### config.mk
export PLATFORM = sky130hd
export DESIGN_NAME = id_ex_stage
export DESIGN_NICKNAME = d
export VERILOG_FILES = /design/src/rtl/id_ex_stage.sv
export SDC_FILE = /design/constraint.sdc
export NUM_CORES = 1
export LEC_CHECK = 0
export ABC_AREA = 1
export CORE_AREA = 2 2 151 153
export DETAILED_ROUTE_END_ITERATION = 10
export DIE_AREA = 0 0 153 155
export GPL_TIMING_DRIVEN = 0
export PLACE_DENSITY = 0.69
export SLEW_MARGIN = 20
export SYNTH_ARGS = -nofsm -noshare
export SYNTH_HDL_FRONTEND = slang
export SYNTH_SLANG_ARGS = --single-unit
### constraint.sdc
create_clock -name clk -period 1.1 [get_ports clk]
set_clock_uncertainty 0.15 [all_clocks]
set_input_delay 0.22 -clock clk [delete_from_list [all_inputs] [get_ports clk]]
set_output_delay 0.22 -clock clk [all_outputs]
set_load 0.02 [all_outputs]
### src/rtl/id_ex_stage.sv
// ID/EX pipeline register with EX-stage operand selection, forwarding and load-use detection.
// Forwarding from EX/MEM and MEM/WB is compiled in only when ID_EX_FORWARD_EN is defined.
module id_ex_stage (
    input  logic        clk,
    input  logic        rst_n,
    input  logic        stall_i,
    input  logic        flush_i,
    input  logic        id_valid_i,
    input  logic [31:0] id_pc_i,
    input  logic [31:0] id_rs_data_i,
    input  logic [31:0] id_rt_data_i,
    input  logic [31:0] id_imm_i,
    input  logic [4:0]  id_shamt_i,
    input  logic [4:0]  id_rs_i,
    input  logic [4:0]  id_rt_i,
    input  logic [4:0]  id_rd_i,
    input  logic [4:0]  id_alu_op_i,
    input  logic        id_src_a_shamt_i,
    input  logic        id_src_b_imm_i,
    input  logic        id_reg_write_i,
    input  logic        id_mem_read_i,
    input  logic        id_mem_write_i,
    input  logic        id_mem_to_reg_i,
    input  logic        exmem_reg_write_i,
    input  logic [4:0]  exmem_rd_i,
    input  logic [31:0] exmem_result_i,
    input  logic        memwb_reg_write_i,
    input  logic [4:0]  memwb_rd_i,
    input  logic [31:0] memwb_result_i,
    output logic [31:0] alu_a_o,
    output logic [31:0] alu_b_o,
    output logic [4:0]  alu_op_o,
    output logic [31:0] ex_store_data_o,
    output logic        ex_valid_o,
    output logic        ex_reg_write_o,
    output logic        ex_mem_read_o,
    output logic        ex_mem_write_o,
    output logic        ex_mem_to_reg_o,
    output logic [4:0]  ex_rd_o,
    output logic [31:0] ex_pc_o,
    output logic        load_use_hazard_o
);

    logic        valid_q;
    logic [31:0] pc_q, rs_data_q, rt_data_q, imm_q;
    logic [4:0]  shamt_q, rs_q, rt_q, rd_q, alu_op_q;
    logic        src_a_shamt_q, src_b_imm_q;
    logic        reg_write_q, mem_read_q, mem_write_q, mem_to_reg_q;
    logic [31:0] rs_fwd, rt_fwd;

    always_ff @(posedge clk or negedge rst_n) begin
        if (!rst_n) begin
            valid_q       <= 1'b0;
            pc_q          <= '0;
            rs_data_q     <= '0;
            rt_data_q     <= '0;
            imm_q         <= '0;
            shamt_q       <= '0;
            rs_q          <= '0;
            rt_q          <= '0;
            rd_q          <= '0;
            alu_op_q      <= '0;
            src_a_shamt_q <= 1'b0;
            src_b_imm_q   <= 1'b0;
            reg_write_q   <= 1'b0;
            mem_read_q    <= 1'b0;
            mem_write_q   <= 1'b0;
            mem_to_reg_q  <= 1'b0;
        end else if (flush_i || (!stall_i && !id_valid_i)) begin
            // Flush beats stall; an invalid ID slot outside a stall is also a bubble.
            valid_q       <= 1'b0;
            pc_q          <= '0;
            rs_data_q     <= '0;
            rt_data_q     <= '0;
            imm_q         <= '0;
            shamt_q       <= '0;
            rs_q          <= '0;
            rt_q          <= '0;
            rd_q          <= '0;
            alu_op_q      <= '0;
            src_a_shamt_q <= 1'b0;
            src_b_imm_q   <= 1'b0;
            reg_write_q   <= 1'b0;
            mem_read_q    <= 1'b0;
            mem_write_q   <= 1'b0;
            mem_to_reg_q  <= 1'b0;
        end else if (!stall_i) begin
            valid_q       <= 1'b1;
            pc_q          <= id_pc_i;
            rs_data_q     <= id_rs_data_i;
            rt_data_q     <= id_rt_data_i;
            imm_q         <= id_imm_i;
            shamt_q       <= id_shamt_i;
            rs_q          <= id_rs_i;
            rt_q          <= id_rt_i;
            rd_q          <= id_rd_i;
            alu_op_q      <= id_alu_op_i;
            src_a_shamt_q <= id_src_a_shamt_i;
            src_b_imm_q   <= id_src_b_imm_i;
            reg_write_q   <= id_reg_write_i;
            mem_read_q    <= id_mem_read_i;
            mem_write_q   <= id_mem_write_i;
            mem_to_reg_q  <= id_mem_to_reg_i;
        end
    end

`ifdef ID_EX_FORWARD_EN
    always_comb begin
        rs_fwd = rs_data_q;
        rt_fwd = rt_data_q;
        if (exmem_reg_write_i && exmem_rd_i != '0 && exmem_rd_i == rs_q)
            rs_fwd = exmem_result_i;
        else if (memwb_reg_write_i && memwb_rd_i != '0 && memwb_rd_i == rs_q)
            rs_fwd = memwb_result_i;
        if (exmem_reg_write_i && exmem_rd_i != '0 && exmem_rd_i == rt_q)
            rt_fwd = exmem_result_i;
        else if (memwb_reg_write_i && memwb_rd_i != '0 && memwb_rd_i == rt_q)
            rt_fwd = memwb_result_i;
    end
`else
    logic unused_fwd;
    assign unused_fwd = ^{exmem_reg_write_i, exmem_rd_i, exmem_result_i,
                          memwb_reg_write_i, memwb_rd_i, memwb_result_i};
    always_comb begin
        rs_fwd = rs_data_q;
        rt_fwd = rt_data_q;
    end
`endif

    assign alu_a_o         = src_a_shamt_q ? {27'b0, shamt_q} : rs_fwd;
    assign alu_b_o         = src_b_imm_q ? imm_q : rt_fwd;
    assign alu_op_o        = alu_op_q;
    assign ex_store_data_o = rt_fwd;
    assign ex_valid_o      = valid_q;
    assign ex_reg_write_o  = reg_write_q;
    assign ex_mem_read_o   = mem_read_q;
    assign ex_mem_write_o  = mem_write_q;
    assign ex_mem_to_reg_o = mem_to_reg_q;
    assign ex_rd_o         = rd_q;
    assign ex_pc_o         = pc_q;

    assign load_use_hazard_o = valid_q && mem_read_q && (rd_q != '0) &&
                               ((rd_q == id_rs_i) || (rd_q == id_rt_i));

endmodule
==> impl_metrics.toml <==
[routing]
drc = 0
antenna_left = 0
dr_wl_met3_mm = 1.64
detail_route.wl_per_cell_um = 17.2
wl_met2_mm = 12.4
met1Wirelength_mm = 10.5
drt_iter0_markers = 264
vias = 6741
firstDrtPassIters = 4
drt_wl_total_mm = 24.9
vias_per_cell = 4.64
highest_layer = "met4"

[cells_and_area]
antenna_cells = 0
finish.instance_area_um2 = 12700
seq_area_um2 = 3760
nets = 1396
stdcell_count = 1454
syn_to_final_growth_pct = 86.8
layout-drive-gt1-share = 0.357
multi_input_area_um2 = 2790
final_util = 0.570
fillers = 1972

[clock_tree]
clock_path_buffers = 2
cts_tree = "built"
root_buffer = "clkbuf_16"
cts.clk_slew.worst_paths_ps = 70
cts.sinks = 150
clkLatencyLatePin_ps = 410
cts_buffers = 17
cts_htree_levels = 4

[global_routing]
grt_use_total = 0.203
grt_max_degree = 87
grt_pass1_wl_mm = 38.1
antenna_found_initial = 0
grt_pass1_vias = 6913
grt_overflow = 0

[placement]
place_area_um2 = 10800
dp_slack_ps = -1140
io_buffer_count = 307
gp_congestion = 0.807
placed_cells = 1389
dp_hpwl_mm = 17.3

[timing]
slew_viol_final = 0
fmax_mhz = 537
setup_violations = 144
hold_ws_ps = -420
fin_ws_ps = -762
worst_slew_pin_slew_ps = 547
maxSlewHeadroom = 0.636
finalCriticalPeriod_ps = 1860
finalHoldViolCount = 64
fin_crit_sh = 1.69
rsz0062_at_grt = "yes"

[power_and_ir_drop]
p_int_mw = 10.5
switching_share = 0.284
p_leak_nw = 6.26
powerDensity_nw_per_um2 = 1150
combPwrFrac = 0.190
peakVddDrop_uv = 952
clock_power_share = 0.408
p_seq_frac = 0.403
power.switching_mw = 4.15

[worst_setup_path]
path_class = "reg2out"
required_ps = 730
reg2reg_from = "src_a_shamt_q"
path_max_fanout = 4
cp-startpoint = "ex_rd_o[1]"
endpoint_kind = "output pin"
start_kind = "flip-flop"
crit_arrival_ps = 1490

[job]
drv_cap = 0

[synthesis]
seq_area_frac_synth = 0.554
ys_types = 21
synthesis.area_um2 = 6780
syn_inst = 796
synth-seq-cells = 150
yosys_warnings = 0
syn_nets = 1036
syn_area_per_cell_um2 = 8.51

[floorplanning]
io_pins = 384
die_h_um = 155
die_w_um = 153
initial_core_util = 0.305
die_area_um2 = 23700
rows = 55
core_area_um2 = 22200

[run_status]
violations = "hold timing, setup timing"
status = "complete, but fails checks"

[worst_hold_path]
hp-class = "in2async"
==> metrics by stage <==
step                      TNS [ps]  power (mW)
after global routing        -69680        15.2
final                       -62950        14.6
after global placement    -1209730        8.31
after floorplan             -10300        6.95
after detailed placement   -198640        8.34
after CTS                   -66120        14.5
==> cells by family (layout without fill, tap and decap cells) <==
logic type	Yosys count	after routing	share of synthesized area
xor gates and xnor gates	3	3	0.00388
DFF	150	150	0.554
and+or+nand+nor	178	178	0.118
AOI/OAI and AO/OA	187	187	0.160
buffers and inverters	278	651	0.164
==> repair_timing <==
item	in CTS	in global routing
setup endpoints to repair	294	263
pin swaps	2	19
hold endpoints to repair	64	64
cloned	5	8
resized for setup	933	160
buffers inserted	8	12
==> power groups by stage <==
| stage | Sequential, mW | Combinational [mW] | Clock (mW) |
|---|---|---|---|
| CTS | 5.86 | 2.57 | 6.11 |
| global route | 5.91 | 2.97 | 6.35 |
| detailed placement | 5.94 | 2.41 | 0 |
| floorplan | 6.06 | 0.893 | 0 |
| global placement | 5.94 | 2.37 | 0 |
| finish | 5.88 | 2.77 | 5.96 |
==> synth_stat cells <==
library cell,count,share of area
inv_1,225,0.12
dfrtp_1,150,0.55
o21ai_0,107,0.079
nand3_1,85,0.063
o22ai_1,59,0.054
nand2_1,57,0.032
nor2_1,33,0.018
buf_2,32,0.024
clkbuf_1,14,0.0078
o21ai_1,10,0.0074
o22ai_2,10,0.018
buf_6,3,0.0050
buf_4,2,0.0022
xnor2_1,2,0.0026
a21oi_1,1,0.00074
buf_1,1,0.00055
inv_2,1,0.00055
nand2_4,1,0.0017
nand3b_4,1,0.0030
nor3_1,1,0.00074
xor2_1,1,0.0013
==> critical path, stage by stage (launching register included) <==
cell and delay [ps]:
dfrtp_2 440, xor2_2 160, nor2_2 120, nand3_2 100, a21oi_4 130, buf_6 130
==> registers in the layout, summed over array words and instances, names as in the netlist <==
signal	flops
ex_rd_o	5
ex_valid_o	1
imm_q	32
ex_pc_o	32
ex_mem_write_o	1
src_a_shamt_q	1
alu_op_o	5
shamt_q	5
ex_mem_to_reg_o	1
src_b_imm_q	1
ex_mem_read_o	1
rs_data_q	32
ex_store_data_o	32
ex_reg_write_o	1
==> cell type report <==
| class | count | area share |
|---|---|---|
| Inverter | 226 | 0.0670 |
| Tap cell | 285 | 0.0282 |
| Multi-Input combinational cell | 368 | 0.221 |
| Clock inverter | 14 | 0.0121 |
| Timing Repair Buffer | 341 | 0.295 |
| Buffer | 52 | 0.0452 |
| Sequential cell | 150 | 0.297 |
| Clock buffer | 18 | 0.0347 |
==> cells in the final DEF, fill, tap and decap left out, types with 2 or more instances in the layout <==
master | synthesis | final
buf_4 | 2 | 21
o22ai_2 | 10 | 27
buf_2 | 32 | 21
clkbuf_4 | 0 | 3
nor2_4 | 0 | 27
nand2_4 | 1 | 17
nand3_2 | 0 | 2
nand2_2 | 0 | 19
clkinv_4 | 0 | 2
inv_8 | 0 | 4
inv_6 | 0 | 6
buf_6 | 3 | 147
o21ai_1 | 10 | 28
nor2_1 | 33 | 2
dfrtp_2 | 0 | 9
clkdlybuf4s50_1 | 0 | 159
buf_16 | 0 | 3
nand2_1 | 57 | 20
xnor2_1 | 2 | 2
dfrtp_1 | 150 | 141
o21ai_2 | 0 | 17
o21ai_4 | 0 | 24
o22ai_1 | 59 | 42
buf_12 | 0 | 12
nand3_1 | 85 | 83
nor2_2 | 0 | 4
inv_2 | 1 | 2
clkbuf_16 | 0 | 29
o21ai_0 | 107 | 48
inv_1 | 225 | 224
clkbuf_2 | 0 | 8
nand2_8 | 0 | 2
buf_8 | 0 | 4
==> metal layers <==
layer	vias up	global-route usage
met3	27	0.0593
met4	0	0.0595
met1	3249	0.255
met2	242	0.342
li1	3223	-
met5	-	0
==> worst paths after layout <==
check | slack, ps | cells after the start | endpoint
max in group asynchronous | 360 | 2 | ex_mem_read_o
min in group clk | 120 | 4 | ex_pc_o[1]
min | -420 | 1 | rs_data_q[23]
min reg2reg | 390 | 2 | imm_q[0]
max reg2reg | 20 | 3 | src_a_shamt_q
max | -760 | 5 | load_use_hazard_o
(Power assumes the default switching activity.)
